==> src/rtl/useq_ctl.sv <==
// useq_ctl -- microcode sequencer for the 65C02-family cores.
// Each cycle it computes the next microcode ROM address from the current
// control word, the fetched opcode, the interrupt inputs and a branch
// condition.
//
// Ports:
//   clk        clock
//   reset      synchronous, active-high; forces addr to RESET_VEC
//   rdy        advance enable; low stalls the sequencer (addr = pc_q)
//   control    ROM word for the address issued on the last advancing cycle
//   opcode     instruction byte used at DECODE
//   cond       branch condition for BRANCH
//   irq        level-sensitive maskable interrupt requests
//   nmi        non-maskable interrupt, rising-edge sensitive
//   I          interrupt mask flag (1 = maskable irqs ignored)
//   addr       next ROM address (combinational)
//   sync       opcode decode cycle
//   we         registered write enable
//   finish     saved finisher pointer
//   irq_ack    one-hot vector-taken pulse, bit NIRQ = NMI
//   stack_err  sticky return stack under/overflow
module useq_ctl #(
  parameter int AW    = 9,
  parameter int CW    = 36,
  parameter int OP_W  = 8,
  parameter int FW    = 5,
  parameter int NIRQ  = 2,
  parameter int DEPTH = 4,
  parameter logic [AW-1:0] RESET_VEC = 'h160,
  parameter logic [AW-1:0] FIN_BASE  = 'h140,
  parameter logic [AW-1:0] IRQ_BASE  = 'h168,
  parameter logic [AW-1:0] NMI_VEC   = 'h178
) (
  input  logic            clk,
  input  logic            reset,
  input  logic            rdy,
  input  logic [CW-1:0]   control,
  input  logic [OP_W-1:0] opcode,
  input  logic            cond,
  input  logic [NIRQ-1:0] irq,
  input  logic            nmi,
  input  logic            I,
  output logic [AW-1:0]   addr,
  output logic            sync,
  output logic            we,
  output logic [FW-1:0]   finish,
  output logic [NIRQ:0]   irq_ack,
  output logic            stack_err
);

  typedef enum logic [2:0] {
    SEQ_DECODE    = 3'b000,
    SEQ_NEXT      = 3'b001,
    SEQ_FINISH    = 3'b010,
    SEQ_NEXT_SAVE = 3'b011,
    SEQ_CALL      = 3'b100,
    SEQ_RET       = 3'b101,
    SEQ_BRANCH    = 3'b110,
    SEQ_RSVD      = 3'b111
  } seq_e;

  localparam int SPW = $clog2(DEPTH + 1);
  localparam int IW  = (DEPTH > 1) ? $clog2(DEPTH) : 1;

  // Control word fields
  seq_e          seq;
  logic          we_nxt;
  logic [FW-1:0] fin;
  logic [AW-1:0] target;

  assign seq    = seq_e'(control[CW-1:CW-3]);
  assign we_nxt = control[CW-4];
  assign fin    = control[AW+FW-1:AW];
  assign target = control[AW-1:0];

  // Bits between the finisher field and we_nxt belong to the datapath
  // decoders, not to the sequencer.
  generate
    if (CW - 5 >= AW + FW) begin : g_spare
      logic unused_ctl;
      assign unused_ctl = ^control[CW-5:AW+FW];
    end
  endgenerate

  // State
  logic [AW-1:0]  pc_q;
  logic [AW-1:0]  stack_q [DEPTH];
  logic [SPW-1:0] sp_q;
  logic           nmi_q;
  logic           nmi_pend;

  logic [AW-1:0]  pc_inc;
  logic [SPW-1:0] sp_m1;
  logic           stk_full;
  logic           stk_empty;
  logic           adv;
  logic           is_decode;

  assign pc_inc    = pc_q + AW'(1);
  assign sp_m1     = sp_q - SPW'(1);
  assign stk_full  = (sp_q == SPW'(DEPTH));
  assign stk_empty = (sp_q == '0);
  assign adv       = rdy & ~reset;
  assign is_decode = (seq == SEQ_DECODE);

  // Interrupt arbitration: pending NMI beats any maskable channel; among
  // maskable channels the lowest index wins.
  logic          irq_hit;
  logic [AW-1:0] irq_vec;
  logic [NIRQ:0] ack_vec;

  always_comb begin
    irq_hit = 1'b0;
    irq_vec = IRQ_BASE;
    ack_vec = '0;
    if (nmi_pend) begin
      ack_vec[NIRQ] = 1'b1;
    end else if (!I) begin
      for (int unsigned k = 0; k < NIRQ; k++) begin
        if (!irq_hit && irq[k]) begin
          irq_hit    = 1'b1;
          irq_vec    = IRQ_BASE + AW'(4 * k);
          ack_vec[k] = 1'b1;
        end
      end
    end
  end

  always_comb begin
    addr = pc_q;
    if (reset) begin
      addr = RESET_VEC;
    end else if (rdy) begin
      unique case (seq)
        SEQ_DECODE:    addr = nmi_pend ? NMI_VEC :
                              irq_hit  ? irq_vec : AW'(opcode);
        SEQ_FINISH:    addr = FIN_BASE + AW'(finish);
        SEQ_RET:       addr = stk_empty ? RESET_VEC : stack_q[sp_m1[IW-1:0]];
        SEQ_BRANCH:    addr = cond ? target : pc_inc;
        SEQ_NEXT, SEQ_NEXT_SAVE, SEQ_CALL, SEQ_RSVD: addr = target;
        default:       addr = target;
      endcase
    end
  end

  assign sync    = is_decode & ~reset;
  assign irq_ack = (adv && is_decode) ? ack_vec : '0;

  logic nmi_take;
  assign nmi_take = adv & is_decode & nmi_pend;

  always_ff @(posedge clk) begin
    nmi_q <= nmi;
    if (reset) begin
      pc_q      <= RESET_VEC;
      sp_q      <= '0;
      finish    <= '0;
      we        <= 1'b0;
      nmi_pend  <= 1'b0;
      stack_err <= 1'b0;
    end else begin
      // A fresh edge in the take cycle wins over the clear.
      nmi_pend <= (nmi & ~nmi_q) | (nmi_pend & ~nmi_take);
      if (rdy) begin
        pc_q <= addr;
        we   <= we_nxt;
        unique case (seq)
          SEQ_NEXT_SAVE: finish <= fin;
          SEQ_CALL: begin
            if (stk_full) begin
              stack_q[sp_m1[IW-1:0]] <= pc_inc;
              stack_err              <= 1'b1;
            end else begin
              stack_q[sp_q[IW-1:0]] <= pc_inc;
              sp_q                  <= sp_q + SPW'(1);
            end
          end
          SEQ_RET: begin
            if (stk_empty) stack_err <= 1'b1;
            else           sp_q      <= sp_m1;
          end
          default: ;
        endcase
      end
    end
  end

endmodule

==> config.mk <==
export PLATFORM = sky130hd
export DESIGN_NAME = useq_ctl
export DESIGN_NICKNAME = d
export VERILOG_FILES = /design/src/rtl/useq_ctl.sv
export SDC_FILE = /design/constraint.sdc
export NUM_CORES = 1
export LEC_CHECK = 0
export ABC_AREA = 1
export CAP_MARGIN = 20
export CELL_PAD_IN_SITES_DETAIL_PLACEMENT = 1
export CELL_PAD_IN_SITES_GLOBAL_PLACEMENT = 1
export CORE_MARGIN = 4
export CORE_UTILIZATION = 33
export CTS_CLUSTER_SIZE = 25
export DETAILED_ROUTE_END_ITERATION = 8
export PLACE_DENSITY_LB_ADDON = 0.1
export SLEW_MARGIN = 10
export SYNTH_ARGS = -nofsm -noshare
export SYNTH_HDL_FRONTEND = slang
export SYNTH_SLANG_ARGS = --single-unit
==> constraint.sdc <==
create_clock -name clk -period 2.54 [get_ports clk]
set_clock_uncertainty 0.05 [all_clocks]
set_input_delay 0.254 -clock clk [delete_from_list [all_inputs] [get_ports clk]]
set_output_delay 0.254 -clock clk [all_outputs]
set_load 0.1 [all_outputs]
==> results of run 1 <==
[power by group]
group / internal, mW / switching (mW) / total (mW)
sequential: 1.01 / 0.0198 / 1.03
clock: 0.561 / 0.426 / 0.987
combinational: 0.187 / 0.325 / 0.512
total: 1.76 / 0.771 / 2.53
[synthesized netlist by cell type (4+ instances only)]
| cell | number | area, um^2 |
|---|---|---|
| nand2_1 | 125 | 469 |
| nor2_1 | 62 | 233 |
| edfxtp_1 | 36 | 1080 |
| inv_1 | 32 | 120 |
| nand3_1 | 30 | 150 |
| a21oi_1 | 25 | 125 |
| o21ai_0 | 25 | 125 |
| dfxtp_1 | 21 | 420 |
| xor2_1 | 5 | 43.8 |
| ha_1 | 4 | 50.1 |
| nand4_1 | 4 | 25.0 |
[worst paths after layout]
check | from | to | slack, ps | cells after the start
setup / recovery | sp_q[1] | addr[0] | 140 | 10
hold / removal | nmi | nmi_q | 360 | 1
setup reg to reg | sp_q[1] | stack_q[3][5] | 660 | 8
hold reg to reg | we | we | 420 | 2
[metrics by stage]
step	area, um^2	util, %	setup slack [ps]	hold slack (ps)
finish	4280	46.5	139	358
floorplan	3170	-	-331	232
detailed placement	4020	43.7	129	410
CTS	4260	46.3	27.0	352
global placement	4020	43.7	165	396
global route	4280	46.5	-12.4	360
[worst reg2reg max path: stages, from the launching register on]
cell and delay, ps:
dfxtp_1 360, inv_1 100, ha_4 170, nand2_1 140
nand2_2 100, xor2_1 160, nand2b_1 180, nor2_1 100
buf_4 210
[area by class of cell]
type	instances	area share, %
repair buffers	75	18.9
clock buffers	9	2.89
well taps	111	3.24
clock inverters	7	2.40
flip-flops and latches	57	35.1
multi-input cells	301	34.4
inverters	35	3.07
[metal layers]
| metal | up-vias | track usage (%) | routed length [um] |
|---|---|---|---|
| met5 | - | 0 | 0 |
| met4 | 0 | 5.06 | 139 |
| met3 | 12 | 3.58 | 328 |
| met2 | 48 | 32.4 | 4810 |
| met1 | 1361 | 21.7 | 4330 |
| li1 | 1466 | - | - |
[state kept, by name, indices dropped and copies added, names as in the netlist]
| name | count |
|---|---|
| finish | 5 |
| pc_q | 9 |
| stack_err | 1 |
| stack_q | 36 |
| sp_q | 3 |
| we | 1 |
| nmi_q | 1 |
| nmi_pend | 1 |
[cells in the final DEF, fill, tap and decap left out, types with 3 or more instances in the layout]
cell	netlist	layout
buf_12	0	13
nor2_2	2	5
dfxtp_1	21	19
o21ai_0	25	24
xor2_1	5	4
nand3_1	30	30
a21oi_4	0	3
clkbuf_8	3	9
nand3_2	3	3
nor2_4	3	3
nand2_1	125	119
inv_2	3	4
nand4_1	4	4
clkdlybuf4s50_1	0	33
a21oi_1	25	21
inv_1	32	31
buf_4	2	29
nor2_1	62	59
clkinv_4	0	3
edfxtp_1	36	36
nand2_2	3	9
[cell families (layout without fill, tap and decap cells)]
| group | count (synthesis) | in the layout | share of synthesized area (%) |
|---|---|---|---|
| and+or+nand+nor | 235 | 235 | 31.8 |
| DFF | 57 | 57 | 48.2 |
| buffers and inverters | 48 | 126 | 7.39 |
| xor gates and xnor gates | 5 | 5 | 1.41 |
| AOI/OAI and AO/OA | 57 | 57 | 9.60 |
| adders and majority gates | 4 | 4 | 1.61 |
[timing repair]
| action | in CTS | in global routing |
|---|---|---|
| pin swaps | 0 | 0 |
| hold endpoints to repair | 0 | 0 |
| resized for setup | 3 | 9 |
| setup endpoints to repair | 5 | 4 |
| hold buffers | 0 | 0 |
==> flow_metrics.env, run 1 <==
export IMPL_arrival_ps=2100
export IMPL_cts_sinks=57
export IMPL_clock_tree_root_cell="clkbuf_8"
export IMPL_criticalPathCategory="register to output pin"
export IMPL_drtIter0Drc=129
export IMPL_slew_headroom_pct=66.7
export IMPL_critical_path_buf_inv_count=3
export IMPL_cts_tree="built"
export IMPL_final_hold_viol_count=0
export IMPL_grt_max_degree=23
export IMPL_rows=35
export IMPL_placedCellCount=579
export IMPL_min_path_type="primary input to register"
export IMPL_synth_main_ff_cell="edfxtp_1"
export IMPL_power_density_nw_per_um2=591
export IMPL_multi_input_area_um2=1470
export IMPL_antenna_found_initial=0
export IMPL_slowest_delay_ps=360
export IMPL_setup_violations=0
export IMPL_maxSlewViolCount=0
export IMPL_maxCapViolations=0
export IMPL_diodes=0
export IMPL_crit_path_end_kind="output pin"
export IMPL_ir_drop_uv=217
export IMPL_dp_hpwl_um=7430
export IMPL_via_per_inst=4.85
export IMPL_clk_pin_slew_ps=80
export IMPL_core_area_um2=9200
export IMPL_dr_pass1_iters=4
export IMPL_cts_buffer_depth=2
export IMPL_critical_path_required_ps=2240
export IMPL_ys_types=31
export IMPL_track_usage_pct=18.0
export IMPL_leakagePower_nw=1.81
export IMPL_synth_seq_cells=57
export IMPL_die_area_um2=11100
export IMPL_htree_levels=3
export IMPL_syn_area_um2=3120
export IMPL_cts_buffers=9
export IMPL_vias=2887
export IMPL_drive_gt1_share_pct=19.2
export IMPL_synth_seq_area_share_pct=48.2
export IMPL_routed_wl_um=9600
export IMPL_portBuffers=53
export IMPL_synth_avg_cell_area_um2=7.67
export IMPL_async_flop_share_pct=0
export IMPL_clkLatencyLatePin_ps=340
export IMPL_wl_per_cell_um=16.1
export IMPL_cp_common_cell="nand2_1"
export IMPL_nFillCells=1117
export IMPL_die_height_um=105
export IMPL_seqCellArea_um2=1500
export IMPL_postSynthCellCount=406
export IMPL_period_minus_slack_ps=2400
export IMPL_place_gp_congestion=0.798
export IMPL_grt_pass1_wl_um=15500
export IMPL_synth_enable_flop_cells=36
export IMPL_initial_core_util_pct=33.9
export IMPL_ios=72
export IMPL_ant_nets=0
export IMPL_area_growth_syn_to_layout_pct=37.4
export IMPL_synth_warnings=0
export IMPL_grt_pass1_vias=3049
export IMPL_cp_slowest_cell="dfxtp_1"
export IMPL_drc=0
export IMPL_crit_family="buffers and inverters"
export IMPL_startpoint_type="register"
export IMPL_setup_tns_ps=0
export IMPL_final_nets=535
export IMPL_status="finished clean"
export IMPL_power_mw=2.53
export IMPL_path_cells="inv_1 -> ha_4 -> buf_4 -> o21ai_0 -> o22ai_1 -> nand2_1 -> nand3_1 -> nand2_1 -> nand2_2 -> buf_12"
export IMPL_stdcell_count=595
export IMPL_worstMarginPinSlew_ps=497
export IMPL_synthesis_nets=462
export IMPL_fin_crit_sh_pct=94.5
export IMPL_max_freq_ghz=0.417
export IMPL_die_x_um=105
export IMPL_grt_overflow_total=0
export IMPL_crit_fanout=7
export IMPL_cts_setup_buffers=0
No activity file was read; power rests on OpenSTA's default activity.
==> inputs of run 2 (changes only) <==
--- a/config.mk
+++ b/config.mk
@@ -10,7 +10,7 @@
 export CELL_PAD_IN_SITES_DETAIL_PLACEMENT = 1
 export CELL_PAD_IN_SITES_GLOBAL_PLACEMENT = 1
 export CORE_MARGIN = 4
-export CORE_UTILIZATION = 33
+export CORE_UTILIZATION = 39
 export CTS_CLUSTER_SIZE = 25
 export DETAILED_ROUTE_END_ITERATION = 8
 export PLACE_DENSITY_LB_ADDON = 0.1
==> constraint.sdc (replaced) <==
create_clock -name clk -period 2.95 [get_ports clk]
set_clock_uncertainty 0.05 [all_clocks]
set_input_delay 0.295 -clock clk [delete_from_list [all_inputs] [get_ports clk]]
set_output_delay 0.295 -clock clk [all_outputs]
set_load 0.1 [all_outputs]
==> run 2 against run 1 <==
Setup slack gained 150 ps. Highest routed layer unchanged. Final cell count shrank 3.2%. Largest power group unchanged. Clock power shrank 19%. Via count grew 0.24%. Sequential share of layout area grew 1.4 points. Sequential power shrank 14%. Count of clock-buffer cells in the layout grew 1.
==> flow_metrics.env, run 2 (synthesis gave the netlist of run 1 again) <==
export IMPL_via_per_inst=5.02
export IMPL_ant_nets=0
export IMPL_largest_reg_flops=36
export IMPL_pre_cts_ws_ps=337
export IMPL_grt_max_degree=23
export IMPL_drc=0
export IMPL_clockPowerShare_pct=37.9
export IMPL_power_density_nw_per_um2=511
export IMPL_clk_pin_slew_ps=70
export IMPL_die_height_um=97.4
export IMPL_dr_pass1_iters=4
export IMPL_period_minus_slack_ps=2660
export IMPL_setup_violations=0
export IMPL_grt_use_met2_pct=36.5
export IMPL_drtIter0Drc=94
export IMPL_routed_wl_um=9150
export IMPL_stdcell_count=576
export IMPL_wl_per_cell_um=15.9
export IMPL_cts_buffers=9
export IMPL_cts_tree="built"
export IMPL_area_growth_syn_to_layout_pct=31.8
export IMPL_hold_buffers=0
export IMPL_cts_sinks=57
export IMPL_place_gp_congestion=0.807
export IMPL_p_sw_mw=0.613
export IMPL_status="finished clean"
export IMPL_placedCellCount=560
export IMPL_nFillCells=966
export IMPL_grt_pass1_vias=3012
export IMPL_die_x_um=97.4
export IMPL_power_mw=2.10
export IMPL_crit_path_end_kind="output pin"
export IMPL_diodes=0
export IMPL_ios=72
export IMPL_die_area_um2=9480
export IMPL_initial_core_util_pct=40.1
export IMPL_clkLatencyLatePin_ps=350
export IMPL_cts_setup_buffers=0
export IMPL_grt_overflow_total=0
export IMPL_grt_util_met3_pct=4.16
export IMPL_htree_levels=3
export IMPL_leakagePower_nw=1.75
export IMPL_grt_pass1_wl_um=14900
export IMPL_arrival_ps=2320
export IMPL_antenna_found_initial=0
export IMPL_final_util_pct=52.9
export IMPL_startpoint_type="register"
export IMPL_crit_fanout=7
export IMPL_maxSlewViolCount=0
export IMPL_grt_setup_unrepaired="false"
export IMPL_maxCapViolations=0
export IMPL_slew_headroom_pct=73.1
export IMPL_cts_buffer_depth=2
export IMPL_drive_gt1_share_pct=13.9
export IMPL_gr_usage_met1_pct=23.7
export IMPL_mostFrequentLayoutCells="125 x nand2_1, 62 x nor2_1, 36 x edfxtp_1"
export IMPL_max_freq_ghz=0.376
export IMPL_setup_tns_ps=0
export IMPL_fin_crit_sh_pct=90.2
export IMPL_final_hold_viol_count=0
export IMPL_combPwrFrac_pct=19.9
export IMPL_intPower_mw=1.49
export IMPL_portBuffers=53
export IMPL_min_path_type="primary input to register"
export IMPL_top_usage_layer="met2"
export IMPL_ctsResizeCount=0
export IMPL_final_common_cell="nand2_1"
export IMPL_dp_hpwl_um=6990
export IMPL_rows=32
export IMPL_critical_path_required_ps=2610
export IMPL_vias=2894
export IMPL_core_area_um2=7770
export IMPL_track_usage_pct=20.1
export IMPL_worstMarginPinSlew_ps=399
export IMPL_ir_drop_uv=269
export IMPL_final_nets=525
export IMPL_clock_tree_root_cell="clkbuf_8"
export IMPL_switching_share_pct=29.2
export IMPL_rrSetupSlack_ps=1020
export IMPL_criticalPathCategory="register to output pin"
export IMPL_power_frac_seq_pct=42.2
export IMPL_setup_ws_ps=290
-- run 2: changes by cell type in the layout (fill, tap and decap cells not counted), sizes merged --
| cell | delta |
|---|---|
| clkbuf | +1 |
| clkinvlp | -1 |
| inv | -1 |
| clkinv | +1 |
| buf | -10 |
-- run 2: final timing paths --
| check | from | endpoint | cells after the start |
|---|---|---|---|
| max | sp_q[1] | addr[6] | 11 |
| min | nmi | nmi_q | 1 |
| max reg2reg | sp_q[1] | stack_q[3][7] | 8 |
| min reg2reg | we | we | 2 |
-- run 2: metrics by stage --
stage / hold slack, ps / area (um^2)
floorplan: 273 / 3140
global placement: 383 / 3900
detailed placement: 399 / 3900
CTS: 364 / 4110
global route: 393 / 4110
finish: 375 / 4110
-- run 2: layout make-up --
class                   instances  area, um^2  share of cell area, %
clock buffers                  10         128                   3.11
clock inverters                 6        82.6                   2.01
inverters                      35         131                   3.20
multi-input cells             301        1400                   34.2
flip-flops and latches         57        1500                   36.6
well taps                     102         128                   3.11
repair buffers                 65         733                   17.8
-- run 2: per-layer routing --
metal / part of all wire [%] / vias to the layer above
met2: 51 / 48
met3: 3.5 / 11
met1: 44 / 1387
met4: 1.2 / 0
li1: - / 1448
met5: 0 / -
-- run 2: critical path: stages (launching register included) --
cell	delay, ps
dfxtp_1	350
inv_1	90
ha_1	390
buf_4	200
nor2_1	230
nand2_1	80
nand3_1	110
nor2_1	50
nand2_1	100
nand2_1	70
nand2_1	110
buf_12	180
-- run 2: power by group through the flow --
stage | clock network (mW) | logic [mW] | registers [mW]
3_5_place_dp | 0 | 0.417 | 0.904
6_report | 0.796 | 0.417 | 0.886
5_1_grt | 0.846 | 0.454 | 0.889
4_1_cts | 0.810 | 0.421 | 0.886
2_1_floorplan | 0 | 0.237 | 0.926
3_3_place_gp | 0 | 0.409 | 0.902
